===== src/rtl/player_input_pkg.sv =====
`default_nettype none
// +-----------------------------------------------------------------+
// | player_input_pkg: shared constants for the player input encoder |
// | Rev 1.0                                                         |
// +-----------------------------------------------------------------+
package player_input_pkg;

  localparam int BTN_UP    = 0;
  localparam int BTN_DOWN  = 1;
  localparam int BTN_LEFT  = 2;
  localparam int BTN_RIGHT = 3;
  localparam int BTN_SEL   = 4;
  localparam int NUM_BTN   = 5;

  localparam logic [7:0] PORT_ENC1 = 8'h00;
  localparam logic [7:0] PORT_ENC2 = 8'h01;

  typedef enum logic [1:0] {
    IDLE   = 2'd0,
    HOLD   = 2'd1,
    REPEAT = 2'd2
  } rpt_state_t;

  // Millisecond counters stick at all-ones rather than wrapping.
  function automatic logic [9:0] sat_inc10(input logic [9:0] v);
    return (v == 10'h3FF) ? v : v + 10'd1;
  endfunction

endpackage
`default_nettype wire


===== src/rtl/ms_tick_gen.sv =====
`default_nettype none
// +-----------------------------------------------------------------+
// | ms_tick_gen: one-cycle pulse every CLK_PER_MS clocks            |
// | Rev 1.0                                                         |
// +-----------------------------------------------------------------+
module ms_tick_gen #(
  parameter int CLK_PER_MS = 100000
) (
  input  logic clk,
  input  logic reset,
  output logic tick
);

  localparam int CW = (CLK_PER_MS > 1) ? $clog2(CLK_PER_MS) : 1;
  localparam logic [CW-1:0] LAST = CW'(CLK_PER_MS - 1);

  logic [CW-1:0] cnt;

  always_ff @(posedge clk or posedge reset) begin
    if (reset)
      cnt <= '0;
    else if (cnt == LAST)
      cnt <= '0;
    else
      cnt <= cnt + CW'(1);
  end

  assign tick = (cnt == LAST);

endmodule
`default_nettype wire


===== src/rtl/player_input_enc.sv =====
`default_nettype none
// +-----------------------------------------------------------------+
// | player_input_enc: sync/debounce buttons into sticky event bits  |
// | Rev 1.0                                                         |
// +-----------------------------------------------------------------+
module player_input_enc
  import player_input_pkg::*;
#(
  parameter int         CLK_PER_MS  = 100000,
  parameter int         DEBOUNCE_MS = 5,
  parameter int         HOLD_MS     = 400,
  parameter int         REPEAT_MS   = 100,
  parameter bit         REPEAT_EN   = 1'b1,
  parameter logic [7:0] PORT_ID     = PORT_ENC1
) (
  input  logic         clk,
  input  logic         reset,
  input  logic [4:0]   btn_raw,
  input  logic [7:0]   port_id,
  input  logic         read_strobe,
  output logic [4:0]   enc,
  output logic [4:0]   btn_db
);

  localparam logic [9:0] DB_LAST   = 10'(DEBOUNCE_MS - 1);
  localparam logic [9:0] HOLD_LAST = 10'(HOLD_MS - 1);
  localparam logic [9:0] RPT_LAST  = 10'(REPEAT_MS - 1);

  logic       tick;
  logic [4:0] sync_a;
  logic [4:0] sync;
  logic [4:0] db_q;
  logic [4:0] press;
  logic [3:0] rpt_set;
  logic [4:0] set;
  logic       clr;

  ms_tick_gen #(
    .CLK_PER_MS(CLK_PER_MS)
  ) u_tick (
    .clk  (clk),
    .reset(reset),
    .tick (tick)
  );

  always_ff @(posedge clk or posedge reset) begin
    if (reset) begin
      sync_a <= '0;
      sync   <= '0;
      db_q   <= '0;
    end else begin
      sync_a <= btn_raw;
      sync   <= sync_a;
      db_q   <= btn_db;
    end
  end

  generate
    for (genvar i = 0; i < NUM_BTN; i++) begin : g_db
      logic       db;
      logic [9:0] dcnt;

      always_ff @(posedge clk or posedge reset) begin
        if (reset) begin
          db   <= 1'b0;
          dcnt <= '0;
        end else if (sync[i] == db) begin
          dcnt <= '0;
        end else if (tick) begin
          if (dcnt == DB_LAST) begin
            db   <= sync[i];
            dcnt <= '0;
          end else begin
            dcnt <= sat_inc10(dcnt);
          end
        end
      end

      assign btn_db[i] = db;
    end
  endgenerate

  assign press = btn_db & ~db_q;

  generate
    if (REPEAT_EN) begin : g_rpt
      for (genvar d = BTN_UP; d <= BTN_RIGHT; d++) begin : g_dir
        rpt_state_t state, state_nx;
        logic [9:0] rcnt, rcnt_nx;
        logic       fire;

        always_ff @(posedge clk or posedge reset) begin
          if (reset) begin
            state <= IDLE;
            rcnt  <= '0;
          end else begin
            state <= state_nx;
            rcnt  <= rcnt_nx;
          end
        end

        always_comb begin
          state_nx = state;
          rcnt_nx  = rcnt;
          fire     = 1'b0;
          case (state)
            IDLE: begin
              if (press[d]) begin
                state_nx = HOLD;
                rcnt_nx  = '0;
              end
            end
            HOLD: begin
              if (tick) begin
                if (rcnt == HOLD_LAST) begin
                  fire     = 1'b1;
                  rcnt_nx  = '0;
                  state_nx = REPEAT;
                end else begin
                  rcnt_nx = sat_inc10(rcnt);
                end
              end
            end
            REPEAT: begin
              if (tick) begin
                if (rcnt == RPT_LAST) begin
                  fire    = 1'b1;
                  rcnt_nx = '0;
                end else begin
                  rcnt_nx = sat_inc10(rcnt);
                end
              end
            end
            default: state_nx = IDLE;
          endcase
          // Releasing the button overrides everything, including a due repeat.
          if (!btn_db[d]) begin
            state_nx = IDLE;
            rcnt_nx  = '0;
            fire     = 1'b0;
          end
        end

        assign rpt_set[d] = fire;
      end
    end else begin : g_no_rpt
      assign rpt_set = '0;
    end
  endgenerate

  assign set = press | {1'b0, rpt_set};
  assign clr = read_strobe && (port_id == PORT_ID);

  // Set is ORed after the clear so an event landing in the read cycle survives.
  always_ff @(posedge clk or posedge reset) begin
    if (reset)
      enc <= '0;
    else
      enc <= (clr ? 5'b0 : enc) | set;
  end

endmodule
`default_nettype wire


===== config.mk =====
export PLATFORM = sky130hd
export DESIGN_NAME = player_input_enc
export DESIGN_NICKNAME = d
export VERILOG_FILES = /design/src/rtl/player_input_pkg.sv /design/src/rtl/ms_tick_gen.sv /design/src/rtl/player_input_enc.sv
export SDC_FILE = /design/constraint.sdc
export NUM_CORES = 1
export LEC_CHECK = 0
export BUFFER_PORTS_ARGS = -buffer_cell sky130_fd_sc_hd__buf_4
export CAP_MARGIN = 20
export CORE_MARGIN = 4
export CORE_UTILIZATION = 60
export CTS_CLUSTER_DIAMETER = 50
export CTS_CLUSTER_SIZE = 16
export DETAILED_ROUTE_END_ITERATION = 10
export GPL_ROUTABILITY_DRIVEN = 0
export HOLD_SLACK_MARGIN = 0.1
export PLACE_DENSITY = 0.77
export SYNTH_ARGS = -nofsm -noshare
export SYNTH_HDL_FRONTEND = slang
export SYNTH_HIERARCHICAL = 1
export SYNTH_SLANG_ARGS = --single-unit

===== constraint.sdc =====
create_clock -name clk -period 10.1 [get_ports clk]
set_input_delay 0.505 -clock clk [delete_from_list [all_inputs] [get_ports clk]]
set_output_delay 0.505 -clock clk [all_outputs]
set_load 0.03 [all_outputs]

[After elaboration in Yosys (flattened, before gate mapping)]
Index checks and enable logic that the tools add are counted.
Storage, ports and cells
  flip-flop bits (word level): 140
  word-level logic and storage cells: 234
  bits of input ports: 16
  output and inout port bits: 10
Cells by class
  equal/unequal tests: 65
  bitwise operators: 9
  reduce and logical (&&, ||, !) cells: 29
  mux-type cells: 98
  add/sub/neg operators: 10
Operator list (number)
  10-bit 2-to-1 mux: 48
  10-bit one-hot mux with 3 select lines: 4
  10-bit by 1-bit adder with 10-bit output, second input constant: 9
  10-bit == test, second input constant: 9
  3-bit inequality test, second input constant: 21
  10-bit by 3-bit == test with 1-bit output, second input constant: 5
  10-bit by 7-bit == test with 1-bit output, second input constant: 4
  10-bit by 9-bit == test with 1-bit output, second input constant: 4
  2-bit 2-to-1 mux: 16
  4-bit AND reduction: 8
  2-bit one-hot mux with 3 select lines: 4
  1-bit 2-to-1 mux: 20
  17-bit by 1-bit adder with 17-bit output, second input constant: 1
  17-bit == test, second input constant: 1
  17-bit 2-to-1 mux: 1
  4-bit by 1-bit inequality test with 1-bit output, second input constant: 4
  3-bit AND reduction: 5
  2-bit AND reduction: 5
  2-bit nonzero test: 5
  2-bit by 1-bit == test with 1-bit output, second input constant: 4
  2-bit == test, second input constant: 4
  2-bit logical NOT: 4
  8-bit logical NOT: 1
  2-bit inequality test, second input constant: 4
  9 further kinds: 20

[Depth between registers and ports, before layout]
  word-level depth: 7
  mapped depth: 12

[Cells and area by module]
The synthesis kept the hierarchy.
Modules (own cells, without submodules)
  player_input_enc: area each 7156.9 um^2, times used 1, cells an instance 760, seq. area each 3078.0 um^2
  ms_tick_gen: area each 825.8 um^2, times used 1, cells an instance 75, seq. area each 425.4 um^2

[Least setup slack after synthesis]
No wires, ideal clock.
  path kind: reg2reg
  start point: reg u_tick.cnt[0]
  end point: reg g_rpt.g_dir[1].rcnt[9]
  setup time: 0.133 ns
  required time: 9.967 ns
  clock period less this slack: 2.563 ns
  path buffers: 3
  stages on the path, launching flop included: 13
  arrival time: 2.430 ns
  path slack: 7.537 ns
  path through: dfrtp_1 > ha_1 > nand3_1 > nor2_1 > and4_1 > buf_2 > buf_6 > o21ba_1 > o31a_1 > buf_6 > nor4_4 > o2111a_1 > a211oi_2
On the way
  word-level cells in the longest chain between the ends: 3
  elaborated cells between the ends (all ways): 4
RTL lines
  start, declared: line ms_tick_gen.sv:17  | logic [CW-1:0] cnt;
  start signal, assigned: line ms_tick_gen.sv:25  | cnt <= cnt + CW'(1);
  17-bit == test (*): line ms_tick_gen.sv:28  | assign tick = (cnt == LAST);
  named net tick: line player_input_enc.sv:29  | logic tick;
  3-bit inequality test (no source line)
  4-bit AND reduction (no source line) (*)
  end signal, assigned: line player_input_enc.sv:98  | rcnt <= rcnt_nx;
  end, declared: line player_input_enc.sv:89  | logic [9:0] rcnt, rcnt_nx;
Mark *: on every way through the listed nets, which the timed path passes. The rest lies on a longest branch.
A chain may end at the register's enable or synchronous reset.

[Worst setup path after layout]
  start point: reg u_tick.cnt[0]
  end point: reg g_rpt.g_dir[2].rcnt[8]
On the way
  word-level cells in the longest chain between the ends: 3
  elaborated cells between the ends (all ways): 4
RTL lines (line)
  17-bit == test (*): ms_tick_gen.sv:28
  named net tick: player_input_enc.sv:29
  3-bit inequality test (no source line)
  4-bit AND reduction (no source line) (*)
  end signal, assigned: player_input_enc.sv:98
  end, declared: player_input_enc.sv:89
Marked as above.

==> metrics.cfg <==
[outcome]
status=finished, final reports clean

[synthesis]
yosys-top-cells-count=140 x dfrtp_1, 92 x nor2_1, 72 x nand2_1, 59 x nand3_1, 45 x inv_1
synth.area.top_cells=dfrtp_1 44%, ha_1 4.9%, nor2_1 4.3%
synth_compound_area_share_pct=14.2
syn_area_per_cell_um2=9.56
ys_ff_latch=140
yosysWarnings=6
yosysUniqueCellTypes=82
synth-seq-area-share_pct=43.9
synth_top_family_by_area=simple AND/OR/NAND/NOR gates
synth_xor_area_share_pct=4.83
synth.largest_area_cell=dfrtp_1
synth_edf_count=0
synthMuxAreaShare_pct=1.83
synthCells=835
yosys.area_share.simple_pct=26.5
synth_fa_ha_area_share_pct=4.86
synthesis.nets=882
yosysTopAreaCellShare_pct=43.9
netlist_area_um2=7980
yosysMostFrequentCell=dfrtp_1
synth_flop_cell=dfrtp_1
synthArstFlopShare_pct=100

[floorplan]
die_area_um2=15200
die-height_um=123
fp.coreArea_um2=12800
die_w_um=123
start_util_pct=62.2
ioPinCount=26
row_count=41

[drt]
routed_wl_um=16800
ant_nets=0
viasPerCell=6.25
wl_per_cell_um=16.1
drt_iter0_markers=518
drc=0
vias=6517
dr.pass1.iters=5

[power_and_ir_drop]
p_per_area_nw_per_um2=131
irDropWorstVdd_v=0.000117
p_leak_nw=3.58

[timing]
slew_viol_final=0
setup_tns_ns=0
setup_viol=0
rsz0062_at_grt=false
fmax_ghz=0.326
worstMarginPinSlew_ns=0.897
finalCriticalPeriod_ns=3.07
period_share_pct=30.4
slew_headroom_pct=39.8
finalHoldViolCount=0
fin_worst_skew_ns=0.00812

[finish]
instances_no_fill=1043
drive_above_1_share_pct=11.3
multi_input_area_um2=4170
nets=907
finalInstanceArea_um2=8790
final_util_pct=68.6
diodes=0
seqCellArea_um2=3500
nFillCells=993
syn_to_final_growth_pct=10.2

[flow_run]
max_cap_viol_count=0

[worst_setup_path]
required_ns=10.37
start_kind=flop
cpMaxStageDelayCell=a31oi_2
max_stage_delay_ns=0.49
path_max_fanout=33
end_kind=flop
worstPathArrival_ns=3.34
reg2reg_slack_ns=7.03
path_cells=ha_1 > nand3_1 > nor2_1 > and4_1 > buf_4 > o21ba_2 > o31a_1 > a31oi_2 > nor3_1
path_class=flop to flop

[clock_tree]
cts_root_buf=clkbuf_16
clk_pin_slew_ns=0.06
cts_resized=0
htree_num_levels=4
cts_buffers=17
cts_buffer_depth=2
post_cts_buffers=0
cts.sinks=140
clkLatencyLatePin_ns=0.42
cts_tree=done
holdBufCountCts=0

[global_routing]
grt_max_degree=72
antenna_found_initial=0
grt_pass1_vias=6448
grt_pass1_wl_um=29300
grt-ovfl-total=0
grtUsageTotal_pct=23.8

[placement]
place_hpwl_um=11400
placedCellCount=1013
dpl_cell_area_um2=8270
numPortBuffers=25

[hold_path]
hp-class=input port to asynchronous set/reset pin

==> report_power, final <==
part / switching (mW) / internal [mW] / total, mW
Clock: 0.232 / 0.322 / 0.554
Combinational: 0.0225 / 0.00929 / 0.0318
Sequential: 0.00243 / 0.564 / 0.567
==> layer usage <==
metal / global-route usage [%] / vias to the layer above / share of wire (%)
li1: - / 3097 / -
met1: 29.7 / 3200 / 44
met2: 40.4 / 180 / 50
met3: 5.40 / 40 / 4.0
met4: 9.27 / 0 / 1.9
met5: 0 / - / 0
==> registers in the layout, indices dropped and copies added, names as in the netlist <==
register           count
sync_a                 5
u_tick/cnt            17
db_q                   5
g_rpt.g_dir.rcnt      40
g_rpt.g_dir.state      8
enc                    5
g_db.dcnt             50
sync                   5
g_db.db                5
==> stage by stage <==
stage          power, mW  setup WS [ns]  hold WS [ns]
4_1_cts             1.16           7.03         0.178
2_1_floorplan      0.596           6.32         0.331
3_5_place_dp       0.609           7.06         0.341
5_1_grt             1.20           6.78         0.170
3_3_place_gp       0.608           7.20         0.336
6_report            1.15           7.03         0.187
==> path summary, 6_finish.rpt <==
kind	depth (start not counted)	endpoint	start
max	9	g_rpt.g_dir[2].rcnt[8]	u_tick/cnt[0]
max in group asynchronous	3	g_db[0].dcnt[4]	reset
min	2	u_tick/cnt[10]	reset
min reg2reg	0	sync[4]	sync_a[4]
max reg2reg	9	g_rpt.g_dir[2].rcnt[8]	u_tick/cnt[0]
min in group clk	1	sync_a[3]	btn_raw[3]
==> cells in the final DEF (no fill, tap or decap), types with 13 or more instances in the layout <==
cell,netlist,routed
ha_1,31,31
inv_1,45,44
nand4_1,25,25
and2_1,14,14
nand3_1,59,59
nor2_1,92,92
xnor2_1,29,29
xor2_1,15,15
nand2_1,72,72
a21oi_1,27,27
clkbuf_16,0,17
nor4_1,13,13
nor3_1,22,22
dfrtp_1,140,140
buf_4,7,28
o21ai_0,37,37
==> worst max-delay path: cells and delay by family (launching register included) <==
family | cells | cell delay, ns
compound gates | 3 | 1.13
fa+ha+maj | 1 | 0.23
buf+inv | 1 | 0.42
flops | 1 | 0.39
simple gates | 4 | 0.76
==> layout make-up <==
cell class | count | area share, %
Multi-Input combinational cell | 628 | 47.4
Sequential cell | 140 | 39.8
Clock buffer | 19 | 5.15
Tap cell | 172 | 2.45
Timing Repair Buffer | 28 | 2.39
Inverter | 45 | 1.95
Clock inverter | 11 | 0.811
==> cells by family after synthesis <==
| logic type | after synthesis |
|---|---|
| compound gates | 152 |
| xor+xnor | 44 |
| mux | 14 |
| simple gates | 387 |
| flops | 140 |
| buf+inv | 67 |
| fa+ha+maj | 31 |
Power figures use the tool's default switching activity.
